===== src/rtl/ck2ck_fifo_reader.sv =====
// ---------------------------------------------------------------------------
// ck2ck_fifo_reader
//   Read-side engine of the clock-crossing FIFO. Lives entirely in the FIFO
//   read clock domain. Pops words from a show-ahead FIFO head and hands them,
//   in order, to a downstream valid/ready sink through a 2-entry buffer.
//   Optional burst pacing inserts a GAP_CYC-cycle pause after every BURST_LEN
//   pops. A flush pulse drops buffered data and drains the FIFO.
//
// Ports
//   ck         in   read-domain clock
//   arstN      in   asynchronous active-low reset
//   ena        in   level, 1 = stream FIFO contents downstream
//   flush      in   pulse, discard FIFO and buffered data
//   fifoData   in   FIFO head word (valid while fifoEmpty=0)
//   fifoEmpty  in   FIFO empty flag
//   fifoPop    out  combinational pop, head consumed at this rising edge
//   outData    out  downstream data (head of buffer)
//   outValid   out  downstream valid
//   outReady   in   downstream ready
//   busy       out  state != IDLE or buffer non-empty
//   status     out  0 IDLE, 1 STREAM, 2 GAP, 3 FLUSH
//   wordCnt    out  words delivered, wraps modulo 2^WCNT_W
// ---------------------------------------------------------------------------
module ck2ck_fifo_reader #(
    parameter int DATA_W    = 32,
    parameter int BURST_LEN = 16,
    parameter int GAP_CYC   = 0,
    parameter int WCNT_W    = 16
) (
    input  logic              ck,
    input  logic              arstN,
    input  logic              ena,
    input  logic              flush,
    input  logic [DATA_W-1:0] fifoData,
    input  logic              fifoEmpty,
    output logic              fifoPop,
    output logic [DATA_W-1:0] outData,
    output logic              outValid,
    input  logic              outReady,
    output logic              busy,
    output logic [1:0]        status,
    output logic [WCNT_W-1:0] wordCnt
);

    localparam int BURST_W = (BURST_LEN > 1) ? $clog2(BURST_LEN) : 1;
    localparam int GAP_W   = (GAP_CYC > 1) ? $clog2(GAP_CYC) : 1;
    localparam logic [BURST_W-1:0] BURST_LAST = BURST_W'(BURST_LEN - 1);
    localparam logic [GAP_W-1:0]   GAP_LAST   = GAP_W'((GAP_CYC > 0) ? GAP_CYC - 1 : 0);

    typedef enum logic [1:0] {
        ST_IDLE   = 2'd0,
        ST_STREAM = 2'd1,
        ST_GAP    = 2'd2,
        ST_FLUSH  = 2'd3
    } state_t;

    state_t              state_q, state_d;
    logic [1:0]          cnt_q, cnt_d;
    logic [DATA_W-1:0]   buf0_q, buf0_d;
    logic [DATA_W-1:0]   buf1_q, buf1_d;
    logic [BURST_W-1:0]  burst_q, burst_d;
    logic [GAP_W-1:0]    gap_q, gap_d;
    logic [WCNT_W-1:0]   wcnt_q, wcnt_d;

    logic pop;          // FIFO head consumed this cycle
    logic push;         // popped word is kept in the buffer (STREAM only)
    logic xfer;         // downstream handshake completes this cycle
    logic enter_flush;

    always_comb begin
        pop         = 1'b0;
        push        = 1'b0;
        xfer        = (cnt_q != 2'd0) && outReady;
        enter_flush = flush && (state_q != ST_FLUSH);
        state_d     = state_q;
        burst_d     = burst_q;
        gap_d       = gap_q;

        case (state_q)
            ST_IDLE: begin
                if (flush) begin
                    state_d = ST_FLUSH;
                end else if (ena) begin
                    state_d = ST_STREAM;
                end
            end
            ST_STREAM: begin
                // A pop that frees a slot via the same-cycle transfer is allowed
                // when the buffer is full; ena low or a flush stop new pops.
                push = ena && !flush && !fifoEmpty && ((cnt_q != 2'd2) || xfer);
                pop  = push;
                if (flush) begin
                    state_d = ST_FLUSH;
                end else if (!ena) begin
                    state_d = ST_IDLE;
                end else if (push) begin
                    if (burst_q == BURST_LAST) begin
                        burst_d = '0;
                        if (GAP_CYC > 0) begin
                            state_d = ST_GAP;
                        end
                    end else begin
                        burst_d = burst_q + 1'b1;
                    end
                end
            end
            ST_GAP: begin
                if (flush) begin
                    state_d = ST_FLUSH;
                end else if (gap_q == GAP_LAST) begin
                    gap_d   = '0;
                    state_d = ena ? ST_STREAM : ST_IDLE;
                end else begin
                    gap_d = gap_q + 1'b1;
                end
            end
            ST_FLUSH: begin
                // Drain and discard; further flush pulses have no effect.
                pop = !fifoEmpty;
                if (fifoEmpty) begin
                    state_d = ST_IDLE;
                end
            end
            default: state_d = ST_IDLE;
        endcase

        if (enter_flush) begin
            burst_d = '0;
            gap_d   = '0;
        end
    end

    // Buffer: buf0 is the head, buf1 the tail.
    always_comb begin
        buf0_d = buf0_q;
        buf1_d = buf1_q;
        cnt_d  = cnt_q;
        if (enter_flush) begin
            cnt_d = 2'd0;
        end else begin
            case ({push, xfer})
                2'b10: begin
                    if (cnt_q == 2'd0) begin
                        buf0_d = fifoData;
                    end else begin
                        buf1_d = fifoData;
                    end
                    cnt_d = cnt_q + 2'd1;
                end
                2'b01: begin
                    buf0_d = buf1_q;
                    cnt_d  = cnt_q - 2'd1;
                end
                2'b11: begin
                    // Head leaves and a new word enters; occupancy unchanged.
                    if (cnt_q == 2'd1) begin
                        buf0_d = fifoData;
                    end else begin
                        buf0_d = buf1_q;
                        buf1_d = fifoData;
                    end
                end
                default: ;
            endcase
        end
    end

    // A transfer on the flush edge is dropped from the count.
    always_comb begin
        wcnt_d = wcnt_q;
        if (enter_flush) begin
            wcnt_d = '0;
        end else if (xfer) begin
            wcnt_d = wcnt_q + 1'b1;
        end
    end

    always_ff @(posedge ck or negedge arstN) begin
        if (!arstN) begin
            state_q <= ST_IDLE;
            cnt_q   <= 2'd0;
            buf0_q  <= '0;
            burst_q <= '0;
            gap_q   <= '0;
            wcnt_q  <= '0;
        end else begin
            state_q <= state_d;
            cnt_q   <= cnt_d;
            buf0_q  <= buf0_d;
            burst_q <= burst_d;
            gap_q   <= gap_d;
            wcnt_q  <= wcnt_d;
        end
    end

    // Tail slot is only read once cnt_q says it holds a word.
    always_ff @(posedge ck) begin
        buf1_q <= buf1_d;
    end

    assign fifoPop  = arstN && pop;
    assign outData  = buf0_q;
    assign outValid = (cnt_q != 2'd0);
    assign busy     = arstN && ((state_q != ST_IDLE) || (cnt_q != 2'd0));
    assign status   = state_q;
    assign wordCnt  = wcnt_q;

endmodule


===== config.mk =====
export PLATFORM = sky130hd
export DESIGN_NAME = ck2ck_fifo_reader
export DESIGN_NICKNAME = d
export VERILOG_FILES = /design/src/rtl/ck2ck_fifo_reader.sv
export SDC_FILE = /design/constraint.sdc
export NUM_CORES = 1
export LEC_CHECK = 0
export ABC_AREA = 1
export BUFFER_PORTS_ARGS = -buffer_cell sky130_fd_sc_hd__buf_2
export CORE_UTILIZATION = 50
export DETAILED_ROUTE_END_ITERATION = 7
export PLACE_DENSITY = 0.76
export SYNTH_ARGS = -nofsm -noshare
export SYNTH_HDL_FRONTEND = slang
export SYNTH_SLANG_ARGS = --single-unit

===== constraint.sdc =====
create_clock -name ck -period 4.6 [get_ports ck]
set_clock_uncertainty 0.1 [all_clocks]
set_input_delay 0.69 -clock ck [delete_from_list [all_inputs] [get_ports ck]]
set_output_delay 0.69 -clock ck [all_outputs]
set_load 0.02 [all_outputs]

==> flow_metrics.tcl <==
set metrics [dict create \
    synth_seq_area_share_pct 49.2 \
    multiInputGateArea_um2 1940 \
    layout.nets 713 \
    insertion_delay_ns 0.36 \
    dp.cells 768 \
    root_buffer "clkbuf_8" \
    clk_pin_slew_ns 0.09 \
    start_kind "flip-flop" \
    reg2reg_depth 11 \
    port_buffers 90 \
    antenna_left 0 \
    dieArea_um2 9590 \
    hold_violations 0 \
    vias_per_cell 5.56 \
    hpwl_mm 7.32 \
    max-vdd-ir-drop_mv 0.274 \
    worst_slew_pin_slew_ns 1.08 \
    start_util_pct 52.2 \
    worstPathArrival_ns 2.82 \
    synth_cell_types 26 \
    ys_warn_count 0 \
    yosysMostFrequentCell "nand2_1" \
    yosys.area.top_type "dfrtp_1" \
    routed_wl_mm 11.5 \
    drv_slew 0 \
    synth_edf_count 32 \
    ctsHoldBuffers 0 \
    numClockSinks 84 \
    vias 4357 \
    syn_area_per_cell_um2 7.68 \
    worst-r2r-setup-slack_ns 1.35 \
    net-switching-power_uw 1240 \
    synth_top_cell_area_share_pct 28.3 \
    crit_fanout 35 \
    rsz0062_at_grt "no" \
    postSynthNetCount 641 \
    synth.area.top_cells "dfrtp_1, edfxtp_1, nand2_1" \
    cts_tree "yes" \
    cts_buffer_depth 2 \
    min_path_type "primary input to asynchronous set/reset pin" \
    grt_pass1_vias 4136 \
    status "finished with violations" \
    dieHeight_um 97.9 \
    cts_max_level 3 \
    drive_gt1_share_pct 18.6 \
    swShare_pct 43.5 \
    antenna_found_initial 0 \
    p_leak_uw 0.00261 \
    drc 4 \
    fp.coreArea_um2 8810 \
    internal_power_uw 1610 \
    fin_crit_sh_pct 78.4 \
    synth_area_um2 4600 \
    power_density_nw_per_um2 540 \
    wl_per_cell_um 14.6 \
    drt_first_iter_violations 331 \
    ff_latch_area_um2 2260 \
    synth_cells 599 \
    drt_pass1_iterations 8 \
    ctsResizeCount 0 \
    track_usage_pct 24.8 \
    diodes 0 \
    max-slew-margin-rel_pct 28.2 \
    r2r-end "outData[8]$_DFFE_PN0P_" \
    tns_ns 0 \
    ys_async_sr_fraction_pct 61.9 \
    seq_power_share_pct 36.5 \
    fmax_ghz 0.277 \
    drv_cap 0 \
    ios 91 \
    post-cts-setup-buffers 0 \
    crit-reg2reg-launch "cnt_q[0]$_DFFE_PN0P_" \
    failed_checks "DRC" \
    grt_pass1_wl_mm 19.1 \
    grt-ovfl-total 0 \
    grt_max_degree 66 \
    cts_buffers 9 \
    syn_to_final_growth_pct 14.7 \
    layout_min_cycle_time_ns 3.61 \
    num-fill-cells 773 \
    crit_type "flip-flop to output pin" \
    instances_no_fill 784 \
    die_width_um 97.9 \
    ys_top_cells_by_count "nand2_1, nand3_1, inv_1, dfrtp_1, o21ai_0" \
    worst_setup_path_end_kind "output pin" \
    required_ns 3.81 \
    rows 34 \
    synth-seq-cells 84 \
    gp_congestion 0.801 \
    finalSetupViolCount 0 \
    p_comb_share_pct 42.3 \
    clock_power_share_pct 21.2 \
    ys.flop_type "dfrtp_1" \
]
critical path, stage by stage (launching register included):
cell and delay (ns):
dfrtp_1 0.41, inv_1 0.10, ha_1 0.37, inv_2 0.07, nand2_2 0.08, nand2_2 0.42, nand3_2 0.29, buf_4 0.38
a21oi_1 0.13, buf_2 0.18
flip-flops by register name, indices dropped and copies added, names as in the netlist:
| name | flops |
|---|---|
| buf1_q | 32 |
| outData | 32 |
| wordCnt | 16 |
| cnt_q | 2 |
| status | 2 |
final cells by class:
type	instances	share of cell area [%]
clock buffers	9	2.35
clock inverters	7	1.87
inverters	60	4.27
multi-input cells	420	36.7
flip-flops and latches	84	42.9
well taps	108	2.56
repair buffers	96	9.39
cell usage in the layout, fill, tap and decap left out:
master      count
nand2_2         3
nor3_1          3
a21oi_1         9
nor3_2          1
a211oi_4        1
nor2_1         30
dfrtp_1        52
nand2_1       204
edfxtp_1       32
clkbuf_8        9
inv_2           4
o21ai_0        39
buf_2          90
nand3_2         1
clkinv_4        1
nand4_1        38
a31oi_1         1
ha_2            1
inv_6           2
bufinv_16       2
buf_4           6
ha_1            3
o21bai_1        1
nor2_4          2
clkinvlp_4      1
nor2_2          1
o21ai_1         4
nand3_1        78
clkinv_2        1
inv_1          56
routing by layer:
metal  routed length (um)  vias to the layer above  GRT usage [%]
met5                    0                        -              0
met4                  259                        0           11.0
met3                  733                       24           4.01
met2                 5510                      180           41.5
met1                 4960                     2043           31.8
li1                     -                     2110              -
worst max-delay path by stage:
stage | start | to
after global routing | cnt_q[0]$_DFFE_PN0P_ | fifoPop
after detailed placement | cnt_q[0]$_DFFE_PN0P_ | outData[10]$_DFFE_PN0P_
after CTS | cnt_q[0]$_DFFE_PN0P_ | fifoPop
after global placement | outReady | buf1_q[26]$_DFFE_PP_
final | cnt_q[0]$_DFFE_PN0P_ | fifoPop
after floorplan | cnt_q[0]$_DFFE_PN0P_ | buf1_q[0]$_DFFE_PP_
cells by family after synthesis:
family                     Yosys count  synth area share (%)
AOI/OAI and AO/OA                   55                  6.12
DFF                                 84                  49.2
and+or+nand+nor                    361                  34.5
buffers and inverters               95                  9.06
adders and majority gates            4                  1.09
power groups by stage:
stage	clock, uW	combinational, uW	sequential, uW
finish	604	1210	1040
global route	641	1340	1060
CTS	612	1210	1040
detailed placement	0	1200	1060
global placement	0	1160	1050
floorplan	0	695	1230
stage by stage:
stage	setup slack, ns	cell area (um2)	power, uW	utilization, %	hold WS [ns]
2_1_floorplan	0.262	4600	1920	-	0.294
3_3_place_gp	1.48	5050	2210	57.4	0.359
3_5_place_dp	1.39	5050	2260	57.4	0.360
4_1_cts	1.02	5280	2860	59.9	0.383
5_1_grt	0.795	5280	3050	59.9	0.412
6_report	0.995	5280	2850	59.9	0.344
Power figures use the tool's default switching activity.
